[config.mk]
export PLATFORM = sky130hd
export DESIGN_NAME = dispense_scheduler_flat
export DESIGN_NICKNAME = d
export VERILOG_FILES = /design/src/rtl/dispense_scheduler_if.sv /design/src/rtl/dispense_scheduler.sv /design/src/flat_wrapper.sv
export SDC_FILE = /design/constraint.sdc
export NUM_CORES = 1
export LEC_CHECK = 0
export ABC_AREA = 0
export CAP_MARGIN = 15
export CORE_MARGIN = 1.5
export CORE_UTILIZATION = 40
export DETAILED_ROUTE_END_ITERATION = 7
export MAX_ROUTING_LAYER = met4
export PLACE_DENSITY = 0.61
export SYNTH_ARGS = -nofsm -noshare
export SYNTH_HDL_FRONTEND = slang
export SYNTH_SLANG_ARGS = --single-unit
[constraint.sdc]
create_clock -name CLOCK_50 -period 2.5 [get_ports CLOCK_50]
set_clock_uncertainty 0.2 [all_clocks]
set_input_delay 0.375 -clock CLOCK_50 [delete_from_list [all_inputs] [get_ports CLOCK_50]]
set_output_delay 0.375 -clock CLOCK_50 [all_outputs]
set_load 0.01 [all_outputs]
[src/rtl/dispense_scheduler_if.sv]
// Signal bundle between the time matcher / configuration host and the dispense scheduler.
// The master side drives requests and configuration; the slave side returns motor and status.
interface dispense_scheduler_if #(
   parameter int NUM_CH    = 4,
   parameter int NUM_SLOTS = 3,
   parameter int CNT_W     = 5
);
   localparam int CH_W = (NUM_CH > 2) ? $clog2(NUM_CH) : 1;

   logic [NUM_SLOTS-1:0] slot_p;
   logic                 cfg_we;
   logic [CH_W-1:0]      cfg_ch;
   logic [NUM_SLOTS-1:0] cfg_mask;
   logic [CNT_W-1:0]     cfg_count;
   logic [NUM_CH-1:0]    ovr_p;
   logic                 alarm_ack;
   logic [NUM_CH-1:0]    motor;
   logic                 alarm;
   logic [NUM_CH-1:0]    empty;
   logic [NUM_CH-1:0]    missed;
   logic                 busy;

   modport master (
      output slot_p, cfg_we, cfg_ch, cfg_mask, cfg_count, ovr_p, alarm_ack,
      input  motor, alarm, empty, missed, busy
   );

   modport slave (
      input  slot_p, cfg_we, cfg_ch, cfg_mask, cfg_count, ovr_p, alarm_ack,
      output motor, alarm, empty, missed, busy
   );
endinterface

[src/rtl/dispense_scheduler.sv]
// Pill dispenser scheduler: collects per-channel dose events into one-deep pending requests
// and serves them round-robin, one motor pulse at a time, each followed by an all-off gap.
module dispense_scheduler #(
   parameter int NUM_CH       = 4,
   parameter int NUM_SLOTS    = 3,
   parameter int CNT_W        = 5,
   parameter int PULSE_CYCLES = 25_000_000,
   parameter int GAP_CYCLES   = 5_000_000
) (
   input logic                 CLOCK_50,
   input logic                 resetn,
   dispense_scheduler_if.slave bus
);
   localparam int CH_W    = (NUM_CH > 2) ? $clog2(NUM_CH) : 1;
   localparam int TMR_MAX = (PULSE_CYCLES > GAP_CYCLES) ? PULSE_CYCLES : GAP_CYCLES;
   localparam int TMR_W   = $clog2(TMR_MAX + 1);
   localparam logic [CH_W:0]     NUM_CH_W = (CH_W + 1)'(NUM_CH);
   localparam logic [CH_W-1:0]   LAST_CH  = CH_W'(NUM_CH - 1);
   localparam logic [NUM_CH-1:0] ONE_CH   = {{(NUM_CH - 1){1'b0}}, 1'b1};
   localparam logic [TMR_W-1:0]  PULSE_LD = TMR_W'(PULSE_CYCLES - 1);
   localparam logic [TMR_W-1:0]  GAP_LD   = TMR_W'(GAP_CYCLES - 1);

   typedef enum logic [1:0] {
      ST_IDLE  = 2'd0,
      ST_DRIVE = 2'd1,
      ST_GAP   = 2'd2
   } state_t;

   state_t            state_r, state_nxt_s;
   logic [TMR_W-1:0]  timer_r, timer_nxt_s;
   logic [CH_W-1:0]   last_r, last_nxt_s;
   logic [NUM_CH-1:0] motor_r, motor_nxt_s;
   logic              busy_r;
   logic              alarm_r, alarm_nxt_s;
   logic [NUM_CH-1:0] req_r, req_nxt_s;
   logic [NUM_CH-1:0] missed_r, missed_nxt_s;
   logic [NUM_CH-1:0] empty_r;
   logic [CNT_W-1:0]     count_r [NUM_CH];
   logic [CNT_W-1:0]     count_nxt_s [NUM_CH];
   logic [NUM_SLOTS-1:0] mask_r [NUM_CH];
   logic [NUM_SLOTS-1:0] mask_nxt_s [NUM_CH];

   logic              grant_s;
   logic [CH_W-1:0]   gnt_s;
   logic              gnt_found_s;
   logic [CH_W:0]     rr_sum_s;
   logic [CH_W:0]     rr_idx_s;
   logic              rr_hit_s;
   logic [NUM_CH-1:0] cfg_hit_s;
   logic [NUM_CH-1:0] take_s;
   logic [NUM_CH-1:0] event_s;
   logic [NUM_CH-1:0] held_s;
   logic [NUM_CH-1:0] miss_set_s;

   assign grant_s = (state_r == ST_IDLE) && (req_r != '0);

   // Round-robin pick: first pending channel searching upward from the one after the last grant.
   always_comb begin
      gnt_s       = last_r;
      gnt_found_s = 1'b0;
      rr_sum_s    = '0;
      rr_idx_s    = '0;
      rr_hit_s    = 1'b0;
      for (int k = 1; k <= NUM_CH; k++) begin
         rr_sum_s    = {1'b0, last_r} + (CH_W + 1)'(k);
         rr_idx_s    = (rr_sum_s >= NUM_CH_W) ? (rr_sum_s - NUM_CH_W) : rr_sum_s;
         rr_hit_s    = !gnt_found_s && req_r[rr_idx_s[CH_W-1:0]];
         gnt_s       = rr_hit_s ? rr_idx_s[CH_W-1:0] : gnt_s;
         gnt_found_s = gnt_found_s || rr_hit_s;
      end
   end

   // Per-channel request, missed flag, count and mask next-state.
   always_comb begin
      cfg_hit_s    = '0;
      take_s       = '0;
      event_s      = '0;
      held_s       = '0;
      miss_set_s   = '0;
      req_nxt_s    = req_r;
      missed_nxt_s = missed_r;
      count_nxt_s  = count_r;
      mask_nxt_s   = mask_r;
      for (int i = 0; i < NUM_CH; i++) begin
         cfg_hit_s[i] = bus.cfg_we && (bus.cfg_ch == CH_W'(i));
         take_s[i]    = grant_s && (gnt_s == CH_W'(i));
         event_s[i]   = bus.ovr_p[i] || ((bus.slot_p & mask_r[i]) != '0);
         // A grant frees the pending slot in the same cycle, so a coincident event re-arms it.
         held_s[i]    = req_r[i] && !take_s[i];
         if (event_s[i] && ((count_r[i] == '0) || held_s[i])) begin
            req_nxt_s[i]  = held_s[i];
            miss_set_s[i] = 1'b1;
         end else begin
            req_nxt_s[i]  = held_s[i] || event_s[i];
            miss_set_s[i] = 1'b0;
         end
         missed_nxt_s[i] = cfg_hit_s[i] ? 1'b0 : (missed_r[i] || miss_set_s[i]);
         if (cfg_hit_s[i]) begin
            count_nxt_s[i] = bus.cfg_count;
            mask_nxt_s[i]  = bus.cfg_mask;
         end else if (take_s[i] && (count_r[i] != '0)) begin
            count_nxt_s[i] = count_r[i] - CNT_W'(1);
            mask_nxt_s[i]  = mask_r[i];
         end else begin
            count_nxt_s[i] = count_r[i];
            mask_nxt_s[i]  = mask_r[i];
         end
      end
   end

   // Dispense FSM next-state, phase timer and motor drive.
   always_comb begin
      state_nxt_s = state_r;
      timer_nxt_s = timer_r;
      last_nxt_s  = last_r;
      motor_nxt_s = '0;
      case (state_r)
         ST_IDLE: begin
            if (grant_s) begin
               state_nxt_s = ST_DRIVE;
               timer_nxt_s = PULSE_LD;
               last_nxt_s  = gnt_s;
               motor_nxt_s = ONE_CH << gnt_s;
            end else begin
               state_nxt_s = ST_IDLE;
            end
         end
         ST_DRIVE: begin
            if (timer_r == '0) begin
               state_nxt_s = ST_GAP;
               timer_nxt_s = GAP_LD;
            end else begin
               timer_nxt_s = timer_r - TMR_W'(1);
               motor_nxt_s = motor_r;
            end
         end
         ST_GAP: begin
            if (timer_r == '0) begin
               state_nxt_s = ST_IDLE;
            end else begin
               timer_nxt_s = timer_r - TMR_W'(1);
            end
         end
         default: begin
            state_nxt_s = ST_IDLE;
            timer_nxt_s = '0;
         end
      endcase
   end

   // Alarm: a new dose sets it, acknowledge clears it, set dominates.
   always_comb begin
      if (grant_s) begin
         alarm_nxt_s = 1'b1;
      end else if (bus.alarm_ack) begin
         alarm_nxt_s = 1'b0;
      end else begin
         alarm_nxt_s = alarm_r;
      end
   end

   // FSM state register and registered motor/busy/alarm outputs.
   always_ff @(posedge CLOCK_50) begin
      if (!resetn) begin
         state_r <= ST_IDLE;
         timer_r <= '0;
         last_r  <= LAST_CH;
         motor_r <= '0;
         busy_r  <= 1'b0;
         alarm_r <= 1'b0;
      end else begin
         state_r <= state_nxt_s;
         timer_r <= timer_nxt_s;
         last_r  <= last_nxt_s;
         motor_r <= motor_nxt_s;
         busy_r  <= (state_nxt_s != ST_IDLE);
         alarm_r <= alarm_nxt_s;
      end
   end

   // Channel bookkeeping registers; empty follows the count one cycle later.
   always_ff @(posedge CLOCK_50) begin
      if (!resetn) begin
         req_r    <= '0;
         missed_r <= '0;
         empty_r  <= '1;
         for (int i = 0; i < NUM_CH; i++) begin
            count_r[i] <= '0;
            mask_r[i]  <= '0;
         end
      end else begin
         req_r    <= req_nxt_s;
         missed_r <= missed_nxt_s;
         for (int i = 0; i < NUM_CH; i++) begin
            count_r[i] <= count_nxt_s[i];
            mask_r[i]  <= mask_nxt_s[i];
            empty_r[i] <= (count_r[i] == '0);
         end
      end
   end

   assign bus.motor  = motor_r;
   assign bus.alarm  = alarm_r;
   assign bus.empty  = empty_r;
   assign bus.missed = missed_r;
   assign bus.busy   = busy_r;
endmodule

[src/flat_wrapper.sv]
// flat-port wrapper written by rule: the top's interface ports become plain ports
module dispense_scheduler_flat 
#(
   parameter int NUM_CH       = 4,
   parameter int NUM_SLOTS    = 3,
   parameter int CNT_W        = 5,
   parameter int PULSE_CYCLES = 25_000_000,
   parameter int GAP_CYCLES   = 5_000_000
)
  (CLOCK_50, resetn, bus_slot_p, bus_cfg_we, bus_cfg_ch, bus_cfg_mask, bus_cfg_count, bus_ovr_p, bus_alarm_ack, bus_motor, bus_alarm, bus_empty, bus_missed, bus_busy);
  dispense_scheduler_if #(.NUM_CH(NUM_CH), .NUM_SLOTS(NUM_SLOTS), .CNT_W(CNT_W)) bus_i ();
  input logic CLOCK_50;
  input logic resetn;
  input wire logic [$bits(bus_i.slot_p)-1:0] bus_slot_p;
  input wire logic [$bits(bus_i.cfg_we)-1:0] bus_cfg_we;
  input wire logic [$bits(bus_i.cfg_ch)-1:0] bus_cfg_ch;
  input wire logic [$bits(bus_i.cfg_mask)-1:0] bus_cfg_mask;
  input wire logic [$bits(bus_i.cfg_count)-1:0] bus_cfg_count;
  input wire logic [$bits(bus_i.ovr_p)-1:0] bus_ovr_p;
  input wire logic [$bits(bus_i.alarm_ack)-1:0] bus_alarm_ack;
  output wire logic [$bits(bus_i.motor)-1:0] bus_motor;
  output wire logic [$bits(bus_i.alarm)-1:0] bus_alarm;
  output wire logic [$bits(bus_i.empty)-1:0] bus_empty;
  output wire logic [$bits(bus_i.missed)-1:0] bus_missed;
  output wire logic [$bits(bus_i.busy)-1:0] bus_busy;
  assign bus_i.slot_p = bus_slot_p;
  assign bus_i.cfg_we = bus_cfg_we;
  assign bus_i.cfg_ch = bus_cfg_ch;
  assign bus_i.cfg_mask = bus_cfg_mask;
  assign bus_i.cfg_count = bus_cfg_count;
  assign bus_i.ovr_p = bus_ovr_p;
  assign bus_i.alarm_ack = bus_alarm_ack;
  assign bus_motor = bus_i.motor;
  assign bus_alarm = bus_i.alarm;
  assign bus_empty = bus_i.empty;
  assign bus_missed = bus_i.missed;
  assign bus_busy = bus_i.busy;
  dispense_scheduler #(.NUM_CH(NUM_CH), .NUM_SLOTS(NUM_SLOTS), .CNT_W(CNT_W), .PULSE_CYCLES(PULSE_CYCLES), .GAP_CYCLES(GAP_CYCLES)) u_core (.CLOCK_50(CLOCK_50), .resetn(resetn), .bus(bus_i));
endmodule
[Word level (Yosys, flattened, before mapping)]
Cells that the tools add are included.
Storage, ports and cells
  latch bits: 0
  memories: 0
  output and inout bits: 14
  bits in read-only memories: 0
  register bits: 79
  word-level logic and storage cells: 181
  bits in writable memories: 0
  input port bits: 21
Cells by class
  reductions and logical operators: 78
  bitwise operators: 5
  div/mod/pow operators: 0
  shift operators: 1
  mux-type cells: 45
  add/sub/neg operators: 13
  $lt $le $gt $ge: 8
  eq/ne operators: 11
  multipliers: 0
Operators with widths (count)
  two-way mux 25 bit: 3
  case mux 25 bit (3 select lines): 1
  two-way mux 5 bit: 8
  logical NOT 25 bit: 1
  subtractor 25 x 1 -> 25 bit (second input constant): 1
  logical AND 1 bit: 24
  logical NOT 5 bit: 4
  two-way mux 2 bit: 10
  nonzero test 5 bit: 4
  subtractor 5 x 1 -> 5 bit (second input constant): 4
  logical OR 1 bit: 18
  two-way mux 1 bit: 15
  bitwise AND 3 bit: 4
  >= comparator 3 bit (second input constant): 4
  less-than comparator 2 x 3 -> 1 bit (second input constant): 4
  nonzero test 2 bit: 6
  nonzero test 3 bit: 4
  == test 2 bit (second input constant): 5
  binary-select mux 1 bit (select 2 bit): 4
  two-way mux 4 bit: 2
  case mux 4 bit (2 select lines): 1
  OR reduction 2 bit: 4
  subtractor 2 x 1 -> 2 bit (second input constant): 4
  logical NOT 1 bit: 7
  other kinds (12): 19

[Longest topological paths before layout]
  depth in word-level cells: 22
  gate-level depth with buffers: 9

[Worst setup path before layout]
No wires, ideal clock.
  path type: reg-to-reg
  start: register u_core.timer_r[0]
  end: register u_core.timer_r[4]
  buffers on the path: 1
  setup time: 0.119 ns
  setup slack: 0.256 ns
  required time: 2.181 ns
  cell stages (with the launch flop): 10
  data arrival time: 1.926 ns
  cell sequence: dfxtp_1 -> inv_1 -> ha_1 -> nor4b_1 -> nand3_1 -> or3_4 -> o21ai_4 -> buf_6 -> a21oi_1 -> o221a_1
Between the ends
  cells in the longest elaborated chain, start to end: 3
Ends and longest elaborated chain
  start, declared: RTL line dispense_scheduler.sv:30  | logic [TMR_W-1:0] timer_r, timer_nxt_s;
  start signal, assigned: RTL line dispense_scheduler.sv:173  | timer_r <= timer_nxt_s;
  subtractor 25 x 1 -> 25 bit / logical NOT 25 bit (equally long branches)
  two-way mux 25 bit (tied with other cells): RTL line dispense_scheduler.sv:138  | if (timer_r == '0) begin
  case mux 25 bit (3 select lines) / AND reduction 2 bit (equally long branches)
Parallel ways exist; a longest one is shown, timed or not. The select of a mux whose other input is x is not followed.
A chain may end at the register's enable or synchronous reset.

[Worst setup path in the final report]
  start: register u_core.timer_r[15]
  end: register u_core.timer_r[3]
Between the ends
  cells in the longest elaborated chain, start to end: 3
Ends and longest elaborated chain (RTL line)
  logical NOT 25 bit (*): dispense_scheduler.sv:129, dispense_scheduler.sv:138
  two-way mux 25 bit / != test 2 bit (equally long branches)
  case mux 25 bit (3 select lines) / AND reduction 2 bit (equally long branches)
Every way passes the cells marked *; elsewhere a longest branch is shown, timed or not.

==> impl_metrics.sql <==
INSERT INTO impl_metrics (metric_group, metric, value, unit) VALUES
('outcome', 'run_status', 'complete, no violations', ''),
('sta', 'worst_pin_slew', '654', 'ps'),
('global_route', 'number_of_antenna_violations_at_the_first_check_in_global_routing', '0', ''),
('setup_path', 'worstPathRequired', '2550', 'ps'),
('routing', 'drtIter0Drc', '289', ''),
('clock_tree', 'cts.clk_slew.worst_paths', '80', 'ps'),
('die', 'core_box_area', '9860', 'sq um'),
('clock_tree', 'cts_resized', '0', ''),
('setup_path', 'worstReg2RegStart', 'u_core.timer_r[15]', ''),
('yosys', 'postSynthRegisterBits', '79', ''),
('yosys', 'async_reset_ff_frac', '0', ''),
('die', 'rows', '36', ''),
('setup_path', 'cell_with_the_biggest_individual_delay_on_the_critical_path', 'sky130_fd_sc_hd__or3_4', ''),
('clock_tree', 'cts.repair_timing.setup_buffer_count', '0', ''),
('placement', 'port_buffer_cells', '34', ''),
('global_route', 'grt_max_degree', '41', ''),
('sta', 'timing_hold_violations_final', '0', ''),
('yosys', 'synth_edf_count', '0', ''),
('sta', 'fmax', '426', 'MHz'),
('yosys', 'synthesis.yosys.warnings', '0', ''),
('setup_path', 'critical_path.endpoint', 'u_core.timer_r[3]', ''),
('global_route', 'grt_pass1_wl', '18.3', 'mm'),
('die', 'die_area', '10900', 'sq um'),
('sta', 'report.final.slew_viol_count', '0', ''),
('global_route', 'global_route.overflow_total', '0', ''),
('setup_path', 'critical-path-max-stage-delay', '430', 'ps'),
('yosys', 'postSynthNetCount', '528', ''),
('clock_tree', 'htreeDepth', '3', ''),
('clock_tree', 'cts_max_path_buffers', '2', ''),
('yosys', 'synth_cell_types', '59', ''),
('routing', 'post-route-drc-count', '0', ''),
('routing', 'dr.pass1.iters', '5', ''),
('routing', 'wire_per_inst', '16.1', 'microns'),
('setup_path', 'capturing_element_type_of_the_critical_path', 'flip-flop', ''),
('yosys', 'ys_top_cells_by_area', 'sky130_fd_sc_hd__dfxtp_1, sky130_fd_sc_hd__a21oi_1, sky130_fd_sc_hd__nand2_1', ''),
('die', 'die-height', '105', 'microns'),
('yosys', 'synth-main-ff-cell', 'sky130_fd_sc_hd__dfxtp_1', ''),
('setup_path', 'timing.setup.critical_path_class', 'flip-flop to flip-flop', ''),
('layout', 'fillers', '966', ''),
('global_route', 'number_of_global_route_vias_before_repair', '3761', ''),
('clock_tree', 'cts-root-buf', 'sky130_fd_sc_hd__clkbuf_8', ''),
('power', 'powerDensity', '1160', 'nW/um^2'),
('sta', 'fin_worst_hold_slack', '264', 'ps'),
('routing', 'drt.antenna.violating_nets', '0', ''),
('sta', 'maxSlewHeadroom', '0.562', ''),
('routing', 'via_total_after_detailed_routing', '3832', ''),
('setup_path', 'worstRegToRegCells', '7', ''),
('clock_tree', 'cts_hold_buffers', '0', ''),
('clock_tree', 'tritoncts', 'built', ''),
('die', 'io_pins', '35', ''),
('setup_path', 'setup_slack_of_the_worst_register_to_register_path', '150', 'ps'),
('yosys', 'yosysTopAreaCell', 'sky130_fd_sc_hd__dfxtp_1', ''),
('layout', 'antenna_cells_inserted', '0', ''),
('die', 'die_width', '105', 'microns'),
('sta', 'setup_viol', '0', ''),
('power', 'static-leakage-power', '0.00183', 'uW'),
('setup_path', 'worstReg2RegEnd', 'u_core.timer_r[3]', ''),
('sta', 'post-route-period-util', '0.940', ''),
('global_route', 'groute.usage.overall', '0.217', ''),
('yosys', 'synth_area', '4120', 'sq um'),
('placement', 'post-dp-hpwl', '8.04', 'mm'),
('layout', 'drive_above_1_share', '0.0978', ''),
('power', 'vdd_drop_max', '0.401', 'mV'),
('setup_path', 'critical_path.startpoint_type', 'flip-flop', ''),
('yosys', 'post_synthesis_instance_total', '498', ''),
('layout', 'number_of_nets_in_the_layout', '577', ''),
('yosys', 'synth.yosys.seq_area_share', '0.384', ''),
('clock_tree', 'number_of_buffers_inserted_during_clock_tree_synthesis', '9', ''),
('flow_run', 'count_of_maximum_capacitance_violations', '0', ''),
('setup_path', 'worst-endpoint-arrival', '2400', 'ps'),
('yosys', 'post-synth-top-area-fraction', '0.384', '');
==> layout make-up <==
class	instances	area (sq um)	share of cell area
clock inverters	5	57.6	0.0117
clock buffers	11	131	0.0268
well taps	133	166	0.0339
flip-flops and latches	79	1580	0.322
multi-input cells	376	2370	0.483
repair buffers	58	515	0.105
inverters	23	86.3	0.0176
==> state kept, by name, summed over array words and instances, names as in the netlist <==
signal,flops
u_core.bus.busy,1
u_core.mask_r,12
u_core.timer_r,25
u_core.bus.alarm,1
u_core.bus.motor,4
u_core.state_r,2
u_core.bus.missed,4
u_core.bus.empty,4
u_core.last_r,2
u_core.count_r,20
u_core.req_r,4
==> cells in the final DEF, fill, tap and decap left out, types with 11 or more instances in the layout <==
| cell | synthesis | final |
|---|---|---|
| sky130_fd_sc_hd__a21oi_1 | 45 | 45 |
| sky130_fd_sc_hd__nand3_1 | 18 | 18 |
| sky130_fd_sc_hd__inv_1 | 23 | 23 |
| sky130_fd_sc_hd__buf_4 | 0 | 24 |
| sky130_fd_sc_hd__nand2_1 | 51 | 51 |
| sky130_fd_sc_hd__mux2i_1 | 12 | 12 |
| sky130_fd_sc_hd__a31oi_1 | 12 | 12 |
| sky130_fd_sc_hd__nand4_1 | 11 | 11 |
| sky130_fd_sc_hd__nor3_1 | 19 | 19 |
| sky130_fd_sc_hd__nor2b_1 | 12 | 12 |
| sky130_fd_sc_hd__o21ai_0 | 25 | 25 |
| sky130_fd_sc_hd__dfxtp_1 | 79 | 79 |
| sky130_fd_sc_hd__clkdlybuf4s50_1 | 0 | 33 |
| sky130_fd_sc_hd__xnor2_1 | 11 | 11 |
| sky130_fd_sc_hd__nor2_1 | 28 | 28 |
==> critical path, delay by kind of cell (launching register included) <==
family | cells | cell delay (ps)
AND/OR/NAND/NOR | 3 | 1060
AO/OA/AOI/OAI | 3 | 450
flip-flops | 1 | 360
buffers and inverters | 1 | 160
==> cell families after synthesis <==
group / Yosys count / share of synthesized area
DFF: 79 / 0.384
adders and majority gates: 9 / 0.0273
muxes: 12 / 0.0291
buffers and inverters: 43 / 0.0410
xor gates and xnor gates: 20 / 0.0425
AOI/OAI and AO/OA: 138 / 0.213
and+or+nand+nor: 197 / 0.264
==> worst min-delay path by stage <==
| stage | depth (start not counted) | to | from |
|---|---|---|---|
| 3_3_place_gp | 2 | u_core.bus.motor[0] | u_core.bus.motor[0] |
| 5_1_grt | 4 | u_core.timer_r[21] | resetn |
| 4_1_cts | 4 | u_core.timer_r[21] | resetn |
| 3_5_place_dp | 2 | u_core.bus.motor[3] | u_core.bus.motor[3] |
| 2_1_floorplan | 2 | u_core.timer_r[19] | u_core.timer_r[19] |
| 6_report | 4 | u_core.timer_r[21] | resetn |
==> power breakdown <==
group	internal [uW]	switching [uW]	leakage (uW)
sequential	1630	382	0.000650
combinational	1170	1550	0.00108
clock	464	479	0.0000977
==> per-layer routing <==
metal,GRT usage,wire length (microns),vias to the layer above
met5,-,0,-
met4,0.108,253,0
met3,0.0263,546,20
met2,0.331,4970,117
met1,0.283,5240,1780
li1,-,-,1915
==> per-stage QoR <==
step / instance area [sq um] / setup WS [ps] / util / std cells
2_1_floorplan: 4120 / 256 / - / 498
3_3_place_gp: 4720 / 243 / 0.479 / 669
3_5_place_dp: 4720 / 154 / 0.479 / 669
4_1_cts: 4910 / 139 / 0.498 / 685
5_1_grt: 4910 / 15.8 / 0.498 / 685
6_report: 4910 / 151 / 0.498 / 685
==> cells in the mapped netlist, drive strengths merged, types with 4 or more instances <==
library cell / instances
xnor2: 11
or3: 6
inv: 23
nor3: 23
clkbuf: 18
nand2b: 7
o221ai: 4
or4: 4
nor2b: 12
nand3b: 8
o211ai: 6
o21a: 6
ha: 9
a31oi: 12
nor4: 9
nand4: 12
nor2: 29
mux2i: 12
xor2: 9
a21boi: 10
a211oi: 4
nand3: 18
a22oi: 4
o21ai: 30
a21oi: 45
dfxtp: 79
nand2: 51
Note: power is estimated with default switching activity, not from simulation.
